File: src/rtl/ren_conv_pkg.sv
// Shared types and constants for the convolver result drain.
package ren_conv_pkg;

    typedef enum logic [1:0] {
        ST_IDLE  = 2'd0,
        ST_READ  = 2'd1,
        ST_FLUSH = 2'd2,
        ST_DONE  = 2'd3
    } drain_state_t;

    localparam int BYTES_PER_WORD = 4;
    localparam int LANE_W         = 8;
    localparam int WORD_W         = BYTES_PER_WORD * LANE_W;
    localparam int KEEP_W         = BYTES_PER_WORD;
    localparam int FIFO_W         = WORD_W + KEEP_W + 1;

    // Byte-valid mask for a word whose highest filled lane is last_lane.
    function automatic logic [KEEP_W-1:0] keep_mask(input logic [1:0] last_lane);
        keep_mask = KEEP_W'((1 << (int'(last_lane) + 1)) - 1);
    endfunction

endpackage

File: src/rtl/ren_conv_result_drain_if.sv
// Packed-word stream port: valid/ready handshake with data, byte keep and last flag.
interface ren_conv_result_drain_if;
    logic                             m_valid;
    logic                             m_ready;
    logic [ren_conv_pkg::WORD_W-1:0]  m_data;
    logic [ren_conv_pkg::KEEP_W-1:0]  m_keep;
    logic                             m_last;

    modport master (output m_valid, output m_data, output m_keep, output m_last, input m_ready);
    modport slave  (input m_valid, input m_data, input m_keep, input m_last, output m_ready);
endinterface

File: src/rtl/ren_sync_fifo.sv
// Single-clock FIFO with registered occupancy count; empty output reads as zero.
module ren_sync_fifo #(
    parameter int WIDTH = 37,
    parameter int DEPTH = 2
) (
    input  logic                       clk,
    input  logic                       reset_n,
    input  logic                       push,
    input  logic [WIDTH-1:0]           push_data,
    input  logic                       pop,
    output logic [WIDTH-1:0]           pop_data,
    output logic [$clog2(DEPTH):0]     count,
    output logic                       full,
    output logic                       empty
);
    localparam int PTR_W = $clog2(DEPTH);

    logic [WIDTH-1:0] mem [DEPTH];
    logic [PTR_W-1:0] wr_ptr;
    logic [PTR_W-1:0] rd_ptr;
    logic             do_push;
    logic             do_pop;

    assign full     = (count == (PTR_W+1)'(DEPTH));
    assign empty    = (count == '0);
    assign do_pop   = pop && !empty;
    assign do_push  = push && (!full || do_pop);
    assign pop_data = empty ? '0 : mem[rd_ptr];

    always_ff @(posedge clk or negedge reset_n) begin
        if (!reset_n) begin
            for (int i = 0; i < DEPTH; i++) mem[i] <= '0;
            wr_ptr <= '0;
            rd_ptr <= '0;
            count  <= '0;
        end else begin
            if (do_push) begin
                mem[wr_ptr] <= push_data;
                wr_ptr      <= wr_ptr + 1'b1;
            end
            if (do_pop) rd_ptr <= rd_ptr + 1'b1;
            case ({do_push, do_pop})
                2'b10:   count <= count + 1'b1;
                2'b01:   count <= count - 1'b1;
                default: count <= count;
            endcase
        end
    end
endmodule

File: src/rtl/ren_conv_result_drain.sv
// Streams result-RAM bytes out as little-endian 32-bit words with keep/last.
//   state    | meaning
//   ST_IDLE  | waiting for start
//   ST_READ  | issuing RAM reads while bytes remain and a FIFO slot is reservable
//   ST_FLUSH | last read issued; waiting for final byte and FIFO to drain
//   ST_DONE  | one-cycle done pulse
module ren_conv_result_drain import ren_conv_pkg::*; #(
    parameter int RSLT_ADDR_WIDTH = 6,
    parameter int FIFO_DEPTH      = 2
) (
    input  logic                        clk,
    input  logic                        reset_n,
    input  logic                        start,
    input  logic [RSLT_ADDR_WIDTH:0]    count,
    output logic [RSLT_ADDR_WIDTH-1:0]  rd_addr,
    output logic                        rd_en,
    input  logic [LANE_W-1:0]           rd_data,
    ren_conv_result_drain_if.master     m,
    output logic                        busy,
    output logic                        done
);
    localparam logic [RSLT_ADDR_WIDTH:0]      REM_ONE = 1;
    localparam logic [$clog2(FIFO_DEPTH):0]   CNT_ONE = 1;

    drain_state_t                   state, state_nxt;
    logic [RSLT_ADDR_WIDTH-1:0]     addr;
    logic [RSLT_ADDR_WIDTH:0]       remaining;
    logic [1:0]                     issue_lane;
    logic                           rd_vld;
    logic [1:0]                     rd_lane;
    logic                           rd_final;
    logic [3*LANE_W-1:0]            asm_q;
    logic                           word_done;
    logic                           slot_ok;
    logic                           pop;
    logic [FIFO_W-1:0]              push_word;
    logic [FIFO_W-1:0]              pop_word;
    logic [$clog2(FIFO_DEPTH):0]    fifo_cnt;
    logic                           fifo_full;
    logic                           fifo_empty;
    logic                           m_valid_i;

    // An in-flight byte that closes a word will push next cycle, so its slot is held back.
    assign word_done = rd_vld && ((rd_lane == 2'd3) || rd_final);
    assign slot_ok   = !fifo_full && ((int'(fifo_cnt) + int'(word_done)) < FIFO_DEPTH);
    assign rd_en     = (state == ST_READ) && (remaining != '0) && slot_ok;
    assign rd_addr   = addr;
    assign busy      = (state != ST_IDLE);
    assign done      = (state == ST_DONE);

    assign m_valid_i = !fifo_empty;
    assign pop       = m_valid_i && m.m_ready;
    assign m.m_valid = m_valid_i;
    assign {m.m_last, m.m_keep, m.m_data} = pop_word;

    always_ff @(posedge clk or negedge reset_n) begin
        if (!reset_n) state <= ST_IDLE;
        else          state <= state_nxt;
    end

    always_comb begin
        state_nxt = state;
        case (state)
            ST_IDLE:  if (start) state_nxt = (count == '0) ? ST_DONE : ST_READ;
            ST_READ:  if (rd_en && (remaining == REM_ONE)) state_nxt = ST_FLUSH;
            ST_FLUSH: if (!rd_vld && (fifo_empty || ((fifo_cnt == CNT_ONE) && pop)))
                          state_nxt = ST_DONE;
            ST_DONE:  state_nxt = ST_IDLE;
            default:  state_nxt = ST_IDLE;
        endcase
    end

    always_ff @(posedge clk or negedge reset_n) begin
        if (!reset_n) begin
            addr       <= '0;
            remaining  <= '0;
            issue_lane <= '0;
            rd_vld     <= 1'b0;
            rd_lane    <= '0;
            rd_final   <= 1'b0;
            asm_q      <= '0;
        end else begin
            if ((state == ST_IDLE) && start) begin
                addr       <= '0;
                remaining  <= count;
                issue_lane <= '0;
            end else if (rd_en) begin
                remaining  <= remaining - 1'b1;
                if (addr != '1) addr <= addr + 1'b1;
                issue_lane <= issue_lane + 1'b1;
            end
            rd_vld   <= rd_en;
            rd_lane  <= issue_lane;
            rd_final <= rd_en && (remaining == REM_ONE);
            if (rd_vld && !word_done) asm_q[rd_lane*LANE_W +: LANE_W] <= rd_data;
        end
    end

    // Lanes above the landing byte stay zero on a partial word.
    always_comb begin
        push_word = '0;
        for (int i = 0; i < BYTES_PER_WORD-1; i++) begin
            if (i < int'(rd_lane)) push_word[i*LANE_W +: LANE_W] = asm_q[i*LANE_W +: LANE_W];
        end
        push_word[rd_lane*LANE_W +: LANE_W] = rd_data;
        push_word[WORD_W +: KEEP_W]         = keep_mask(rd_lane);
        push_word[FIFO_W-1]                 = rd_final;
    end

    ren_sync_fifo #(
        .WIDTH (FIFO_W),
        .DEPTH (FIFO_DEPTH)
    ) u_fifo (
        .clk       (clk),
        .reset_n   (reset_n),
        .push      (word_done),
        .push_data (push_word),
        .pop       (pop),
        .pop_data  (pop_word),
        .count     (fifo_cnt),
        .full      (fifo_full),
        .empty     (fifo_empty)
    );
endmodule

File: src/flat_wrapper.sv
// flat-port wrapper written by rule: the top's interface ports become plain ports
module ren_conv_result_drain_flat import ren_conv_pkg::*;
#(
    parameter int RSLT_ADDR_WIDTH = 6,
    parameter int FIFO_DEPTH      = 2
)
  (clk, reset_n, start, count, rd_addr, rd_en, rd_data, busy, done, m_m_valid, m_m_data, m_m_keep, m_m_last, m_m_ready);
  ren_conv_result_drain_if m_i ();
  input  logic clk;
  input  logic reset_n;
  input  logic start;
  input  logic [RSLT_ADDR_WIDTH:0] count;
  output logic [RSLT_ADDR_WIDTH-1:0] rd_addr;
  output logic rd_en;
  input  logic [LANE_W-1:0] rd_data;
  output logic busy;
  output logic done;
  output wire logic [$bits(m_i.m_valid)-1:0] m_m_valid;
  output wire logic [$bits(m_i.m_data)-1:0] m_m_data;
  output wire logic [$bits(m_i.m_keep)-1:0] m_m_keep;
  output wire logic [$bits(m_i.m_last)-1:0] m_m_last;
  input wire logic [$bits(m_i.m_ready)-1:0] m_m_ready;
  assign m_m_valid = m_i.m_valid;
  assign m_m_data = m_i.m_data;
  assign m_m_keep = m_i.m_keep;
  assign m_m_last = m_i.m_last;
  assign m_i.m_ready = m_m_ready;
  ren_conv_result_drain #(.RSLT_ADDR_WIDTH(RSLT_ADDR_WIDTH), .FIFO_DEPTH(FIFO_DEPTH)) u_core (.clk(clk), .reset_n(reset_n), .start(start), .count(count), .rd_addr(rd_addr), .rd_en(rd_en), .rd_data(rd_data), .m(m_i), .busy(busy), .done(done));
endmodule
File: config.mk
export PLATFORM = sky130hd
export DESIGN_NAME = ren_conv_result_drain_flat
export DESIGN_NICKNAME = d
export VERILOG_FILES = /design/src/rtl/ren_conv_pkg.sv /design/src/rtl/ren_conv_result_drain_if.sv /design/src/rtl/ren_sync_fifo.sv /design/src/rtl/ren_conv_result_drain.sv /design/src/flat_wrapper.sv
export SDC_FILE = /design/constraint.sdc
export NUM_CORES = 1
export LEC_CHECK = 0
export ABC_CLOCK_PERIOD_IN_PS = 3000
export BUFFER_PORTS_ARGS = -buffer_cell sky130_fd_sc_hd__buf_2
export CAP_MARGIN = 10
export CORE_MARGIN = 4
export CORE_UTILIZATION = 30
export DETAILED_ROUTE_END_ITERATION = 16
export PLACE_DENSITY_LB_ADDON = 0.08
export SYNTH_ARGS = -nofsm -noshare
export SYNTH_HDL_FRONTEND = slang
export SYNTH_SLANG_ARGS = --single-unit
export TNS_END_PERCENT = 100
File: constraint.sdc
create_clock -name clk -period 3 [get_ports clk]
set_clock_uncertainty 0.1 [all_clocks]
set_input_delay 0.3 -clock clk [delete_from_list [all_inputs] [get_ports clk]]
set_output_delay 0.3 -clock clk [all_outputs]
set_load 0.02 [all_outputs]
==> metrics.yaml <==
clocking:
  clockBufferDepth: 2
  h-tree-depth: 4
  cts_root_buf: "clkbuf_16"
  cts_buffers: 17
  tritoncts: "done"
  clkSinkCount: 123
  clk_pin_slew_ns: 0.05
  clk_latency_ns: 0.41
routing:
  dr.pass1.iters: 4
  vias: 4536
  viasPerCell: 4.68
  wl_per_cell_um: 15.3
  drtIter0Drc: 211
  drt-total-wl_um: 14800
  drc: 0
  final_antenna_net_count: 0
placement:
  dp_hpwl_um: 10300
  io_buffers: 65
  place.gp.congestion: 0.748
  place_area_um2: 6570
worst_setup_path:
  worstSetupPathType: "flop to output pin"
  end_kind: "output pin"
  r2r_start: "u_core.rd_lane[0]"
  ff2ff_path_depth: 6
  reg2reg_slack_ns: 0.69
  cp.required_ns: 2.60
  worstReg2RegEnd: "u_core.rd_addr[3]"
  start_kind: "flop"
  cp_max_fo: 10
  arrival_ns: 2.33
pwr:
  swShare: 0.374
  switchingPower_mw: 2.58
  p_int_mw: 4.33
  p_clk_frac: 0.271
  p_seq_frac: 0.376
  power.leakage_nw: 3.36
  power.share.combinational: 0.352
  powerDensity_nw_per_um2: 968
  ir_worst_vdd_mv: 0.564
final_layout:
  syn_to_final_growth_pct: 20.8
  fin_area_um2: 7140
  drive_above_1_share: 0.169
  layout.nets: 735
  n_antenna_cell: 0
  post-route-util: 0.368
synth:
  synthAdderAreaFrac: 0.0444
  synth-seq-area-share: 0.521
  syn_area_um2: 5910
  synth-seq-cells: 123
  synthCells: 628
  synthArstFlopShare: 1.00
  synth_xor_xnor_area_share: 0.0193
  synth_compound_area_frac: 0.146
  syn_nets: 668
  avgSynthCellArea_um2: 9.41
  yosys_warnings: 0
  synth-simple-area-share: 0.169
  synthFlopType: "dfrtp_1"
  synth_mux_area_frac: 0.0698
  synth_top_family_by_area: "simple AND/OR/NAND/NOR gates"
  ys_types: 45
  synth-edff-count: 0
min_path:
  hp-start: "count[4]"
  min_to: "u_core.remaining[4]"
  hold_path_depth: 3
  hold_class: "input pin to flop"
timing:
  fin_tns_setup_ns: 0
  rsz0062_at_grt: "false"
  tightest_slew_ns: 0.697
  fin_crit_ns: 2.73
  finalCritPeriodShare: 0.909
  setup_viol: 0
  hold_slack_ns: 0.0297
  finalHoldViolations: 0
  relSlewSlack: 0.535
  final_max_slew_viol_count: 0
  fmax_mhz: 367
die:
  start_util: 0.305
  die-area_um2: 22000
  io_pins: 66
  fp.dieH_um: 148
  fp.dieW_um: 148
  core_um2: 19400
  rows: 51
global_routing:
  grt_start_max_net_pins: 52
  grt_pass1_vias: 4600
  antenna_found_initial: 0
  overflow: 0
  grt_pass1_wl_um: 24500
  grtUsageTotal: 0.142
flow_run:
  cap_violations: 0
status:
  status: "complete, no violations"
==> worst max-delay path: stages (launching register included) <==
cell      delay, ns
dfrtp_1        0.47
ha_1           0.33
o211ai_2       0.23
nand2_1        0.21
nor2_2         0.43
buf_2          0.25
==> sequential cells by signal (all words and copies together) (netlist names), 2 cells and up <==
register             count
u_core.u_fifo.mem       74
u_core.u_fifo.count      2
u_core.rd_addr           6
u_core.issue_lane        2
u_core.remaining         7
u_core.asm_q            24
u_core.state             2
u_core.rd_lane           2
==> cell families after synthesis <==
| group | Yosys count |
|---|---|
| simple gates | 236 |
| xor+xnor | 13 |
| buf+inv | 48 |
| mux | 41 |
| compound gates | 146 |
| fa+ha+maj | 21 |
| flops | 123 |
==> area by class of cell <==
cell class | count | area (um^2)
fillers | 2029 | 12300
clock inverters | 1 | 5.00
flip-flops and latches | 123 | 3080
inverters | 15 | 56.3
repair buffers | 81 | 480
well taps | 265 | 332
clock buffers | 28 | 537
multi-input cells | 457 | 2650
==> worst max-delay path by stage <==
stage | from | depth (start not counted) | endpoint | slack (ns)
after floorplan | u_core.rd_lane[0] | 6 | u_core.rd_addr[4] | 0.88
after global placement | u_core.rd_lane[0] | 7 | u_core.u_fifo.mem[15] | 0.73
after detailed placement | u_core.rd_lane[0] | 7 | u_core.u_fifo.mem[9] | 0.67
after CTS | u_core.rd_lane[0] | 5 | rd_en | 0.24
after global routing | u_core.rd_lane[0] | 5 | rd_en | 0.07
final | u_core.rd_lane[0] | 5 | rd_en | 0.27
==> layout by cell type, fill, tap and decap left out, types with 3 or more instances in the layout <==
cell             n
a22oi_1         24
ha_1            21
a21oi_1          7
o21ai_0         99
clkbuf_16       17
buf_2           64
clkbuf_1         4
nor4_1           5
nand2_1        143
mux2i_1         39
buf_4           12
clkbuf_8         7
nand3_1          6
nor2b_1          4
dfrtp_1        122
xnor2_1         11
nand2b_1         3
nor2_1          55
nor3_1           3
inv_1           15
and3_1           4
and2_1           3
dlygate4sd3_1    3
==> per-layer routing <==
| metal | vias up | wire [um] | GRT usage |
|---|---|---|---|
| met2 | 74 | 6970 | 0.230 |
| met5 | - | 0 | 0 |
| met1 | 2172 | 7050 | 0.186 |
| met3 | 23 | 512 | 0.0326 |
| met4 | 0 | 311 | 0.0540 |
| li1 | 2267 | - | - |
==> power groups by stage <==
| stage | Clock (mW) | Sequential [mW] | Combinational [mW] |
|---|---|---|---|
| finish | 1.88 | 2.60 | 2.43 |
| global route | 2.01 | 2.67 | 2.77 |
| CTS | 1.93 | 2.61 | 2.50 |
| detailed placement | 0 | 2.63 | 2.48 |
| global placement | 0 | 2.61 | 2.45 |
| floorplan | 0 | 2.49 | 1.82 |
==> per-stage QoR <==
stage               setup slack, ns  std cells  power (mW)
floorplan                     0.884        628        4.31
global placement              0.732        938        5.06
detailed placement            0.670        938        5.12
CTS                           0.240        970        7.04
global route                 0.0657        970        7.46
finish                        0.272        970        6.91
==> Yosys cell counts, types with 2 or more instances <==
library cell,instances,area (um^2)
buf_2,3,15.0
dfrtp_1,123,3080
xnor2_1,11,96.3
a311oi_1,2,17.5
and2_1,3,18.8
nand2b_1,4,25.0
o21ai_0,99,495
nand2_1,144,541
ha_1,21,263
inv_1,15,56.3
and3_1,4,25.0
nand3_1,6,30.0
a21oi_1,7,35.0
clkbuf_2,2,10.0
mux2_2,2,22.5
nor4_1,5,31.3
clkbuf_1,27,101
nor2b_1,4,25.0
nor3b_2,2,25.0
mux2i_1,39,390
nor2_1,55,206
nor3_1,3,15.0
a22oi_1,24,180
xor2_1,2,17.5
==> repair_timing <==
action	CTS	global route
hold buffers	3	0
setup buffers	0	0
resized for setup	0	0
hold endpoints to repair	50	0
Power figures use the tool's default switching activity.
